$ cat src/rtl/mem_load_pkg.sv
// Shared state encoding, command/response byte codes and operation tags for the
// byte-stream to memory bridge.
package mem_load_pkg;

    typedef enum logic [3:0] {
        S_IDLE    = 4'd0,
        S_ADDR    = 4'd1,
        S_CNT     = 4'd2,
        S_DATA    = 4'd3,
        S_WR      = 4'd4,
        S_RD_REQ  = 4'd5,
        S_RD_WAIT = 4'd6,
        S_TX      = 4'd7,
        S_FLUSH   = 4'd8,
        S_RESP    = 4'd9
    } state_t;

    typedef enum logic [1:0] {OP_W, OP_R, OP_P} op_t;

    localparam logic [7:0] CMD_W   = 8'h57;
    localparam logic [7:0] CMD_R   = 8'h52;
    localparam logic [7:0] CMD_P   = 8'h50;
    localparam logic [7:0] CMD_F   = 8'h46;

    localparam logic [7:0] RSP_OK  = 8'h4B;
    localparam logic [7:0] RSP_ERR = 8'h45;
    localparam logic [7:0] RSP_TO  = 8'h54;
    localparam logic [7:0] RSP_BAD = 8'h3F;

endpackage

$ cat src/rtl/mem_load_bridge_if.sv
// Byte-stream (rx/tx) and memory port B bundle between the bridge (master)
// and its environment (slave).
interface mem_load_bridge_if #(
    parameter int DATA_W = 64,
    parameter int ADDR_W = 14
);
    logic              rx_valid;
    logic [7:0]        rx_data;
    logic              rx_ready;
    logic              tx_valid;
    logic [7:0]        tx_data;
    logic              tx_ready;
    logic              mem_en;
    logic              mem_we;
    logic [ADDR_W-1:0] mem_addr;
    logic [DATA_W-1:0] mem_din;
    logic [DATA_W-1:0] mem_dout;

    modport master (
        input  rx_valid, rx_data, tx_ready, mem_dout,
        output rx_ready, tx_valid, tx_data, mem_en, mem_we, mem_addr, mem_din
    );

    modport slave (
        output rx_valid, rx_data, tx_ready, mem_dout,
        input  rx_ready, tx_valid, tx_data, mem_en, mem_we, mem_addr, mem_din
    );
endinterface

$ cat src/rtl/mem_load_ser.sv
// NB-byte shift register with byte counter: indexed byte writes assemble a
// word LSB-first, right shifts stream it out through byte0.
module mem_load_ser #(
    parameter int NB = 8,
    parameter int CW = 4
) (
    input  logic            clk,
    input  logic            rst,
    input  logic            load,
    input  logic [NB*8-1:0] load_data,
    input  logic            clr,
    input  logic            push,
    input  logic [7:0]      push_byte,
    input  logic            pop,
    output logic [NB*8-1:0] word,
    output logic [7:0]      byte0,
    output logic [CW-1:0]   cnt
);
    logic [NB*8-1:0] sr;
    logic [CW-1:0]   cnt_r;

    always_ff @(posedge clk) begin
        if (rst) begin
            sr    <= '0;
            cnt_r <= '0;
        end else if (load) begin
            sr    <= load_data;
            cnt_r <= '0;
        end else if (clr) begin
            cnt_r <= '0;
        end else if (push) begin
            for (int i = 0; i < NB; i++)
                if (cnt_r == CW'(i)) sr[i*8 +: 8] <= push_byte;
            cnt_r <= cnt_r + CW'(1);
        end else if (pop) begin
            sr    <= sr >> 8;
            cnt_r <= cnt_r + CW'(1);
        end
    end

    assign word  = sr;
    assign byte0 = sr[7:0];
    assign cnt   = cnt_r;
endmodule

$ cat src/rtl/mem_load_bridge.sv
// Byte-stream command decoder driving memory port B: burst write/read, PC peek,
// flush. Define CHECKSUM_EN to add a trailing sum byte to W and R bursts.
module mem_load_bridge
    import mem_load_pkg::*;
#(
    parameter int DATA_W   = 64,
    parameter int ADDR_W   = 14,
    parameter int PC_W     = 16,
    parameter int RD_LAT   = 1,
    parameter int FLUSH_TO = 4095
) (
    input  logic               clk,
    input  logic               rst,
    mem_load_bridge_if.master  bus,
    input  logic [PC_W-1:0]    cpu_pc,
    input  logic               mem_sys_fin,
    output logic               flsh,
    output logic               busy,
    output logic [3:0]         state
);
    localparam int BPW = DATA_W / 8;
    localparam int AB  = (ADDR_W + 7) / 8;
    localparam int PB  = (PC_W + 7) / 8;
    localparam int NB  = (BPW > PB) ? BPW : PB;
    localparam int SW  = NB * 8;
    localparam int CW  = $clog2(NB + 1);
    localparam int AW8 = AB * 8;
    localparam int ACW = $clog2(AB + 1);
    localparam int LW  = $clog2(RD_LAT + 1);
    localparam int FW  = $clog2(FLUSH_TO + 1);

    state_t            st;
    op_t               op;
    logic [ADDR_W-1:0] addr;
    logic [AW8-1:0]    abuf;
    logic [ACW-1:0]    acnt;
    logic [8:0]        words;
    logic [LW-1:0]     lat;
    logic [FW-1:0]     fcnt;
    logic [7:0]        rsp;
    logic [CW-1:0]     tx_last;
`ifdef CHECKSUM_EN
    logic [7:0]        sum;
    logic [7:0]        sum_rd;
    logic              ck;
`endif

    logic            rx_fire, tx_fire, rd_done, tx_end, last_word;
    logic            ser_load, ser_clr, ser_push, ser_pop;
    logic [SW-1:0]   ser_data, ser_word;
    logic [7:0]      ser_byte0;
    logic [CW-1:0]   ser_cnt;

    assign rx_fire   = bus.rx_valid && bus.rx_ready;
    assign tx_fire   = bus.tx_valid && bus.tx_ready;
    assign rd_done   = (st == S_RD_WAIT) && (lat == LW'(RD_LAT - 1));
    assign tx_end    = (st == S_TX) && tx_fire && (ser_cnt == tx_last);
    assign last_word = (words == 9'd1);

    // rx_ready is gated by rst so every output reads 0 while reset is held
    assign bus.rx_ready = !rst && (st inside {S_IDLE, S_ADDR, S_CNT, S_DATA});
    assign bus.tx_valid = (st == S_TX) || (st == S_RESP);
    assign bus.tx_data  = (st == S_RESP) ? rsp : ser_byte0;
    assign bus.mem_en   = (st == S_WR) || (st == S_RD_REQ);
    assign bus.mem_we   = (st == S_WR);
    assign bus.mem_addr = addr;
    assign bus.mem_din  = ser_word[DATA_W-1:0];
    assign flsh         = (st == S_FLUSH) && (fcnt == '0);
    assign busy         = (st != S_IDLE);
    assign state        = st;

`ifdef CHECKSUM_EN
    assign sum_rd = sum + ser_byte0;
`endif

    always_comb begin
        ser_load = 1'b0;
        ser_data = '0;
        if (st == S_IDLE && rx_fire && bus.rx_data == CMD_P) begin
            ser_load = 1'b1;
            ser_data = SW'(cpu_pc);
        end
        if (rd_done) begin
            ser_load = 1'b1;
            ser_data = SW'(bus.mem_dout);
        end
`ifdef CHECKSUM_EN
        if (tx_end && op == OP_R && !ck && last_word) begin
            ser_load = 1'b1;
            ser_data = SW'(sum_rd);
        end
        ser_push = (st == S_DATA) && rx_fire && !ck;
`else
        ser_push = (st == S_DATA) && rx_fire;
`endif
        ser_clr = ((st == S_CNT) && rx_fire) || (st == S_WR);
        ser_pop = (st == S_TX) && tx_fire;
    end

    mem_load_ser #(.NB(NB), .CW(CW)) u_ser (
        .clk       (clk),
        .rst       (rst),
        .load      (ser_load),
        .load_data (ser_data),
        .clr       (ser_clr),
        .push      (ser_push),
        .push_byte (bus.rx_data),
        .pop       (ser_pop),
        .word      (ser_word),
        .byte0     (ser_byte0),
        .cnt       (ser_cnt)
    );

    always_ff @(posedge clk) begin
        if (rst) begin
            st      <= S_IDLE;
            op      <= OP_W;
            addr    <= '0;
            abuf    <= '0;
            acnt    <= '0;
            words   <= '0;
            lat     <= '0;
            fcnt    <= '0;
            rsp     <= '0;
            tx_last <= '0;
`ifdef CHECKSUM_EN
            sum     <= '0;
            ck      <= 1'b0;
`endif
        end else begin
            case (st)
                S_IDLE: if (rx_fire) begin
                    acnt <= '0;
                    case (bus.rx_data)
                        CMD_W: begin op <= OP_W; st <= S_ADDR; end
                        CMD_R: begin op <= OP_R; st <= S_ADDR; end
                        CMD_P: begin op <= OP_P; tx_last <= CW'(PB - 1); st <= S_TX; end
                        CMD_F: begin fcnt <= '0; st <= S_FLUSH; end
                        default: begin rsp <= RSP_BAD; st <= S_RESP; end
                    endcase
                end
                // address bytes shift in from the top so the first lands lowest
                S_ADDR: if (rx_fire) begin
                    abuf <= AW8'({bus.rx_data, abuf} >> 8);
                    acnt <= acnt + ACW'(1);
                    if (acnt == ACW'(AB - 1)) begin
                        addr <= ADDR_W'({bus.rx_data, abuf} >> 8);
                        st   <= S_CNT;
                    end
                end
                S_CNT: if (rx_fire) begin
                    words <= (bus.rx_data == 8'd0) ? 9'd256 : {1'b0, bus.rx_data};
`ifdef CHECKSUM_EN
                    sum   <= '0;
                    ck    <= 1'b0;
`endif
                    st    <= (op == OP_W) ? S_DATA : S_RD_REQ;
                end
                S_DATA: if (rx_fire) begin
`ifdef CHECKSUM_EN
                    if (ck) begin
                        rsp <= (bus.rx_data == sum) ? RSP_OK : RSP_ERR;
                        st  <= S_RESP;
                    end else begin
                        sum <= sum + bus.rx_data;
                        if (ser_cnt == CW'(BPW - 1)) st <= S_WR;
                    end
`else
                    if (ser_cnt == CW'(BPW - 1)) st <= S_WR;
`endif
                end
                S_WR: begin
                    addr  <= addr + 1'b1;
                    words <= words - 1'b1;
                    if (last_word) begin
`ifdef CHECKSUM_EN
                        ck  <= 1'b1;
                        st  <= S_DATA;
`else
                        rsp <= RSP_OK;
                        st  <= S_RESP;
`endif
                    end else begin
                        st <= S_DATA;
                    end
                end
                S_RD_REQ: begin
                    lat <= '0;
                    st  <= S_RD_WAIT;
                end
                S_RD_WAIT: begin
                    if (rd_done) begin
                        tx_last <= CW'(BPW - 1);
                        st      <= S_TX;
                    end else begin
                        lat <= lat + LW'(1);
                    end
                end
                S_TX: begin
`ifdef CHECKSUM_EN
                    if (tx_fire && op == OP_R && !ck) sum <= sum_rd;
`endif
                    if (tx_end) begin
                        if (op != OP_R) st <= S_IDLE;
`ifdef CHECKSUM_EN
                        else if (ck) st <= S_IDLE;
`endif
                        else begin
                            addr  <= addr + 1'b1;
                            words <= words - 1'b1;
                            if (!last_word) st <= S_RD_REQ;
`ifdef CHECKSUM_EN
                            // stay in TX; the sum byte was loaded into the serialiser
                            else begin ck <= 1'b1; tx_last <= '0; end
`else
                            else st <= S_IDLE;
`endif
                        end
                    end
                end
                S_FLUSH: begin
                    if (mem_sys_fin) begin
                        rsp <= RSP_OK;
                        st  <= S_RESP;
                    end else if (fcnt == FW'(FLUSH_TO - 1)) begin
                        rsp <= RSP_TO;
                        st  <= S_RESP;
                    end else begin
                        fcnt <= fcnt + FW'(1);
                    end
                end
                S_RESP: if (tx_fire) st <= S_IDLE;
                default: st <= S_IDLE;
            endcase
        end
    end
endmodule

$ cat src/flat_wrapper.sv
// flat-port wrapper written by rule: the top's interface ports become plain ports
module mem_load_bridge_flat import mem_load_pkg::*;
#(
    parameter int DATA_W   = 64,
    parameter int ADDR_W   = 14,
    parameter int PC_W     = 16,
    parameter int RD_LAT   = 1,
    parameter int FLUSH_TO = 4095
)
  (clk, rst, cpu_pc, mem_sys_fin, flsh, busy, state, bus_rx_valid, bus_rx_data, bus_tx_ready, bus_mem_dout, bus_rx_ready, bus_tx_valid, bus_tx_data, bus_mem_en, bus_mem_we, bus_mem_addr, bus_mem_din);
  mem_load_bridge_if #(.DATA_W(DATA_W), .ADDR_W(ADDR_W)) bus_i ();
  input  logic clk;
  input  logic rst;
  input  logic [PC_W-1:0] cpu_pc;
  input  logic mem_sys_fin;
  output logic flsh;
  output logic busy;
  output logic [3:0] state;
  input wire logic [$bits(bus_i.rx_valid)-1:0] bus_rx_valid;
  input wire logic [$bits(bus_i.rx_data)-1:0] bus_rx_data;
  input wire logic [$bits(bus_i.tx_ready)-1:0] bus_tx_ready;
  input wire logic [$bits(bus_i.mem_dout)-1:0] bus_mem_dout;
  output wire logic [$bits(bus_i.rx_ready)-1:0] bus_rx_ready;
  output wire logic [$bits(bus_i.tx_valid)-1:0] bus_tx_valid;
  output wire logic [$bits(bus_i.tx_data)-1:0] bus_tx_data;
  output wire logic [$bits(bus_i.mem_en)-1:0] bus_mem_en;
  output wire logic [$bits(bus_i.mem_we)-1:0] bus_mem_we;
  output wire logic [$bits(bus_i.mem_addr)-1:0] bus_mem_addr;
  output wire logic [$bits(bus_i.mem_din)-1:0] bus_mem_din;
  assign bus_i.rx_valid = bus_rx_valid;
  assign bus_i.rx_data = bus_rx_data;
  assign bus_i.tx_ready = bus_tx_ready;
  assign bus_i.mem_dout = bus_mem_dout;
  assign bus_rx_ready = bus_i.rx_ready;
  assign bus_tx_valid = bus_i.tx_valid;
  assign bus_tx_data = bus_i.tx_data;
  assign bus_mem_en = bus_i.mem_en;
  assign bus_mem_we = bus_i.mem_we;
  assign bus_mem_addr = bus_i.mem_addr;
  assign bus_mem_din = bus_i.mem_din;
  mem_load_bridge #(.DATA_W(DATA_W), .ADDR_W(ADDR_W), .PC_W(PC_W), .RD_LAT(RD_LAT), .FLUSH_TO(FLUSH_TO)) u_core (.clk(clk), .rst(rst), .bus(bus_i), .cpu_pc(cpu_pc), .mem_sys_fin(mem_sys_fin), .flsh(flsh), .busy(busy), .state(state));
endmodule
$ cat config.mk
export PLATFORM = sky130hd
export DESIGN_NAME = mem_load_bridge_flat
export DESIGN_NICKNAME = d
export VERILOG_FILES = /design/src/rtl/mem_load_pkg.sv /design/src/rtl/mem_load_bridge_if.sv /design/src/rtl/mem_load_ser.sv /design/src/rtl/mem_load_bridge.sv /design/src/flat_wrapper.sv
export SDC_FILE = /design/constraint.sdc
export NUM_CORES = 1
export LEC_CHECK = 0
export BUFFER_PORTS_ARGS = -buffer_cell sky130_fd_sc_hd__buf_2
export CORE_ASPECT_RATIO = 0.7
export CORE_MARGIN = 3
export CORE_UTILIZATION = 35
export DETAILED_ROUTE_END_ITERATION = 6
export PLACE_DENSITY = 0.66
export SYNTH_ARGS = -nofsm -noshare
export SYNTH_HDL_FRONTEND = slang
export SYNTH_SLANG_ARGS = --single-unit
$ cat constraint.sdc
create_clock -name clk -period 2.1 [get_ports clk]
set_input_delay 0.105 -clock clk [delete_from_list [all_inputs] [get_ports clk]]
set_output_delay 0.105 -clock clk [all_outputs]
set_load 0.01 [all_outputs]
; ---- Word-level counts from Yosys, hierarchy flattened
; Index checks and enable logic that the tools add are counted.
[totals]
in_bits = 93
reg_bits = 140
elab_cells = 197
[op_classes]
n_addsub = 6
bitwise_logic = 1
n_eq_ne = 52
n_reduce_logical = 53
mux = 66
[ops]
columns = op, count
row1 = 64-bit two-way mux, 5
row2 = 8-bit two-way mux, 14
row3 = 4-bit two-way mux, 17
row4 = 14-bit two-way mux, 4
row5 = 12-bit two-way mux, 4
row6 = 14-bit one-hot mux with 3 select lines, 1
row7 = 4-bit one-hot mux with 10 select lines, 1
row8 = 9-bit two-way mux, 4
row9 = "4-bit by 3-bit == test with 1-bit output, second input constant", 8
row10 = "8-bit by 7-bit == test with 1-bit output, second input constant", 4
row11 = 3-bit AND reduction, 10
row12 = 9-bit one-hot mux with 3 select lines, 1
row13 = "3-bit by 2-bit inequality test with 1-bit output, second input constant", 8
row14 = 12-bit one-hot mux with 2 select lines, 1
row15 = 8-bit one-hot mux with 3 select lines, 1
row16 = "2-bit by 1-bit inequality test with 1-bit output, second input constant", 10
row17 = "2-bit inequality test, second input constant", 9
row18 = "4-bit by 2-bit == test with 1-bit output, second input constant", 4
row19 = 16-bit two-way mux, 1
row20 = 5-bit AND reduction, 3
row21 = 3-bit nonzero test, 5
row22 = "14-bit by 1-bit adder with 14-bit output, second input constant", 1
row23 = "12-bit by 1-bit adder with 12-bit output, second input constant", 1
row24 = "12-bit == test, second input constant", 1
row25 = 34 further kinds, 60

; ---- Longest topological paths before layout
[depth]
ltp_word = 10
depth_mapped = 9
ltp_nobuf = 7

; ---- By module
; From an unflattened synthesis, not the netlist that was laid out.
[hier_totals]
cells_unflattened = 1020
area_unflattened_um2 = 8578.2
[modules_own_cells]
columns = module, n_inst, area_each_um2, cells_each, seq_area_each_um2
row1 = mem_load_ser, 1, 4426.7, 475, 1361.3
row2 = mem_load_bridge, 1, 4151.5, 545, 1161.1

; ---- Least setup slack after synthesis
; OpenSTA, ideal clock, no wires.
[synth_path]
path_kind = register -> register
start = reg u_core.st[1] (netlist: u_core.state[1])
end = reg u_core.u_ser.sr[17] (netlist: u_core.u_ser.word[17])
stages_incl_launch_ff = 10
required_ns = 1.957
slack_ns = 0.014
arrival_ns = 1.942
path_buffers = 4
path_cell_list = dfxtp_1 > buf_6 > inv_2 > nor4_4 > buf_6 > a211oi_2 > buf_4 > buf_2 > a21oi_1 > a221oi_2
[synth_via]
elab_chain_len = 10
[synth_rtl]
columns = item, line_no
row1 = from (decl), mem_load_bridge.sv:32  ; state_t st;
row2 = from (signal assigned), mem_load_bridge.sv:157  ; st <= (op == OP_W) ? S_DATA : S_RD_REQ;
row3 = "4-bit by 1-bit == test with 1-bit output, or another cell as far along", mem_load_bridge.sv:61  ; assign bus.rx_ready = !rst && (st inside {S_IDLE, S_ADDR, S_CNT, S_DATA});
row4 = 4-bit nonzero test, mem_load_bridge.sv:61
row5 = 1-bit logical AND, mem_load_bridge.sv:61
row6 = 1-bit logical AND, mem_load_bridge.sv:54  ; assign rx_fire = bus.rx_valid && bus.rx_ready;
row7 = 1-bit logical AND (2 in a row), mem_load_bridge.sv:79  ; if (st == S_IDLE && rx_fire && bus.rx_data == CMD_P) begin
row8 = 1-bit two-way mux, mem_load_bridge.sv:79
row9 = 1-bit two-way mux, mem_load_bridge.sv:83  ; if (rd_done) begin
row10 = "3-bit by 2-bit inequality test with 1-bit output (no source line), or another cell as far along", --
row11 = 3-bit AND reduction (no source line), --
row12 = to (signal assigned), mem_load_ser.sv:27  ; sr <= load_data;
row13 = "to (signal, indexed assignment)", mem_load_ser.sv:33  ; if (cnt_r == CW'(i)) sr[i*8 +: 8] <= push_byte;
row14 = to (signal assigned), mem_load_ser.sv:36  ; sr <= sr >> 8;
row15 = to (decl), mem_load_ser.sv:19  ; logic [NB*8-1:0] sr;
; Parallel ways exist; a longest one is shown, timed or not. The select of a mux whose other input is x is not followed.
; A chain may end at the register's enable or synchronous reset.

; ---- Worst setup path after layout
[layout_path]
start = reg u_core.st[2] (netlist: u_core.state[2])
end = out flsh
[layout_via]
elab_chain_len = 2
[layout_rtl]
columns = item, line_no
row1 = 4-bit == test, mem_load_bridge.sv:68  ; assign flsh = (st == S_FLUSH) && (fcnt == '0);
row2 = 1-bit logical AND, mem_load_bridge.sv:68
row3 = to (decl), flat_wrapper.sv:16  ; output logic flsh;
; No other way between the ends.

==> flow_summary_export.csv <==
group,metric,value,unit
sta,timing.final.ws_setup,0.0229,ns
synth,synth-edff-count,0,
sta,grt_setup_unrepaired,"yes",
synth,synth_common_cells,"a21oi_1, dfxtp_1, nor2_1",
sta,period_minus_slack,2.08,ns
pwr,clockPowerShare,0.335,
pwr,switching_share,0.358,
pwr,p_per_area,873,mW/mm2
setup_path,crit_type,"reg -> out",
sta,fin_hold_ws,0.0108,ns
die,die_w,178,um
hold_path,hp-start,"bus_mem_dout[61]",
pwr,p_comb_frac,0.346,
cts,clk_latency,0.43,ns
grt,gr-total-overflow,0,
synth,synthCells,862,
detailed_routing,routed_via_density,5.71,
cts,clockBufferDepth,2,
detailed_routing,drt_iter0_drc,646,
synth,netlist.top_cell.by_area,"dfxtp_1",
synth,syn_area,0.00728,mm2
setup_path,end_kind,"output port",
sta,worst_clock_skew,0.0130,ns
grt,antenna_found_initial,0,
place,dp_hpwl,19.1,mm
pwr,p_leak,4.15,nW
grt,grt_max_degree,54,
synth,ys_top_cells_by_area,"dfxtp_1, a21oi_1, a221oi_1",
die,core,0.0201,mm2
detailed_routing,dr.pass1.iters,5,
hold_path,min_to,"u_core.u_ser.word[61]$_SDFFE_PP0P_",
synth,yosysMostFrequentCell,"a21oi_1",
setup_path,cp-start-kind,"flip-flop",
detailed_routing,wl_per_cell,18.7,um
setup_path,crit_fanout,12,
grt,grt_use_total,0.225,
sta,setup_viol,0,
sta,slew_headroom,0.611,
cells_and_area,insertedDiodeCount,0,
place,place_ws,-0.0795,ns
sta,max_freq,481,MHz
cells_and_area,layout-drive-gt1-share,0.353,
synth,yosys_warnings,0,
setup_path,reg2reg_depth,6,
pwr,p_int,5.61,mW
cells_and_area,syn2layout_area_growth,37.4,%
cts,path_clk_slew,0.06,ns
die,start_util,0.362,
setup_path,r2r_slack,0.07,ns
die,ioPinCount,189,
synth,ys_seq_elements,126,
cts,cts_tree,"yes",
pwr,p_seq_frac,0.319,
die,die_y,127,um
pwr,power_switching,3.13,mW
hold_path,holdCritPathClass,"in -> reg",
place,io_buffers,188,
synth,synth_area_per_cell,8.45,um2
setup_path,timing.rr.start,"u_core.u_ser.cnt[1]$_SDFFE_PP0P_",
detailed_routing,drtAntennaViolNets,0,
run_status,status,"complete, no violations",
setup_path,arrival,1.97,ns
cts,cts.sinks,126,
detailed_routing,drc,0,
synth,syn_nets,966,
synth,synth-seq-area-share,0.346,
detailed_routing,routed_wl,26.3,mm
sta,finalSetupTns,0,ns
sta,timing.final.crit_share,0.989,
cts,htreeDepth,4,
pwr,ir_worst_vdd,0.727,mV
grt,grt_pass1_vias,7388,
place,place.gp.congestion,0.978,
job,drv_cap,0,
hold_path,holdPathStages,3,
setup_path,r2r-end,"u_core.bus.mem_addr[0]$_SDFFE_PP0P_",
sta,drv_slew,0,
synth,ys_types,81,
pwr,total_power,8.74,mW
synth,synthDominantCellAreaShare,0.346,
detailed_routing,vias,8024,
cts,cts_inserted_buffers,17,
die,dieArea,0.0226,mm2
sta,worst_pin_slew,0.569,ns
sta,hold_violations,0,
synth,ys.flop_type,"dfxtp_1",
grt,grt_pass1_wl,40.3,mm
cts,cts_root_buffer,"clkbuf_16",
synth,synthArstFlopShare,0,
die,rows,43,
cells_and_area,fin_nets,1226,
setup_path,critPathRequiredTime,2.00,ns
how the worst max path moves through the flow:
| stage | start | end | slack [ns] | cells past startpoint |
|---|---|---|---|---|
| 2_1_floorplan | u_core.state[1]$_SDFFE_PP0P_ | u_core.u_ser.word[17]$_SDFFE_PP0P_ | 0.01 | 9 |
| 3_3_place_gp | u_core.state[0]$_SDFFE_PP0P_ | u_core.u_ser.word[35]$_SDFFE_PP0P_ | -0.03 | 6 |
| 3_5_place_dp | u_core.state[1]$_SDFFE_PP0P_ | u_core.u_ser.word[33]$_SDFFE_PP0P_ | -0.08 | 6 |
| 4_1_cts | u_core.state[2]$_SDFFE_PP0P_ | bus_tx_data[6] | -0.02 | 9 |
| 5_1_grt | u_core.state[2]$_SDFFE_PP0P_ | flsh | -0.04 | 7 |
| 6_report | u_core.state[2]$_SDFFE_PP0P_ | flsh | 0.02 | 7 |
power groups by stage:
| stage | Combinational, mW | Sequential, mW | Clock [mW] |
|---|---|---|---|
| floorplan | 1.56 | 2.85 | 0 |
| detailed placement | 2.80 | 2.82 | 0 |
| global placement | 2.81 | 2.82 | 0 |
| global route | 3.27 | 2.81 | 3.09 |
| CTS | 2.89 | 2.77 | 2.97 |
| finish | 3.03 | 2.79 | 2.93 |
worst max-delay path, cell delays in order, from the launching register on:
cell and delay (ns):
dfxtp_2 0.32, buf_12 0.14, buf_6 0.13, nor4b_4 0.25, buf_4 0.19, nand3_2 0.06
nor4b_2 0.28, buf_2 0.18
metal layers:
layer / track usage / part of all wire / wire length (um) / vias up
met5: 0 / 0 / 0 / -
met4: 0.0609 / 0.016 / 418 / 0
met3: 0.0557 / 0.090 / 2370 / 32
met2: 0.323 / 0.42 / 11200 / 383
met1: 0.334 / 0.47 / 12400 / 3814
li1: - / - / - / 3795
repair_timing:
| item | 4_1_cts | 5_1_grt |
|---|---|---|
| pin swaps | 6 | 9 |
| gates cloned | 1 | 1 |
| hold endpoints to repair | 4 | 1 |
| setup buffers | 12 | 11 |
| endpoints found under the setup margin | 46 | 79 |
| resized for setup | 13 | 32 |
| hold buffers | 4 | 1 |
through the flow:
step	utilization	cell area, um2	cells
floorplan	-	7280	862
global placement	0.447	8990	1344
detailed placement	0.447	8990	1344
CTS	0.487	9800	1393
global route	0.498	10000	1405
finish	0.498	10000	1405
placed cells by master (no fill, tap or decap), types with 14 or more instances in the layout:
master     synthesis  layout
buf_2             18     187
a21oi_1          136     136
dfxtp_1          126     119
buf_4             10      97
nor2_1            67      66
inv_1             65      65
a221oi_1          65      63
nand2_1           37      37
o21ai_0           27      22
a211oi_1          20      20
nand3_1           20      19
clkbuf_16          0      17
mux2i_1           15      15
nor3_1            15      14
state kept, by name, summed over array words and instances (netlist names):
register,flops
u_core.abuf,8
u_core.op,2
u_core.bus.mem_addr,14
u_core.fcnt,12
u_core.words,9
u_core.acnt,2
u_core.u_ser.cnt,4
u_core.state,4
u_core.u_ser.word,64
u_core.lat,1
u_core.tx_last,2
u_core.rsp,4
cells by family after synthesis:
kind of cell	Yosys count	share of synthesized area
adder cells (fa/ha/maj)	11	0.0189
flip-flops	126	0.346
buffers and inverters	135	0.0871
XOR/XNOR	6	0.00722
multiplexers	17	0.0237
AO/OA/AOI/OAI	335	0.334
AND/OR/NAND/NOR	232	0.183
final cells by class:
class | instances | area [um2]
Sequential cell | 126 | 2530
Timing Repair Buffer | 308 | 2040
Clock inverter | 15 | 151
Multi-Input combinational cell | 603 | 4280
Fill cell | 1974 | 10100
Tap cell | 270 | 338
Clock buffer | 17 | 425
Inverter | 66 | 248
Note: power is estimated with default switching activity, not from simulation.
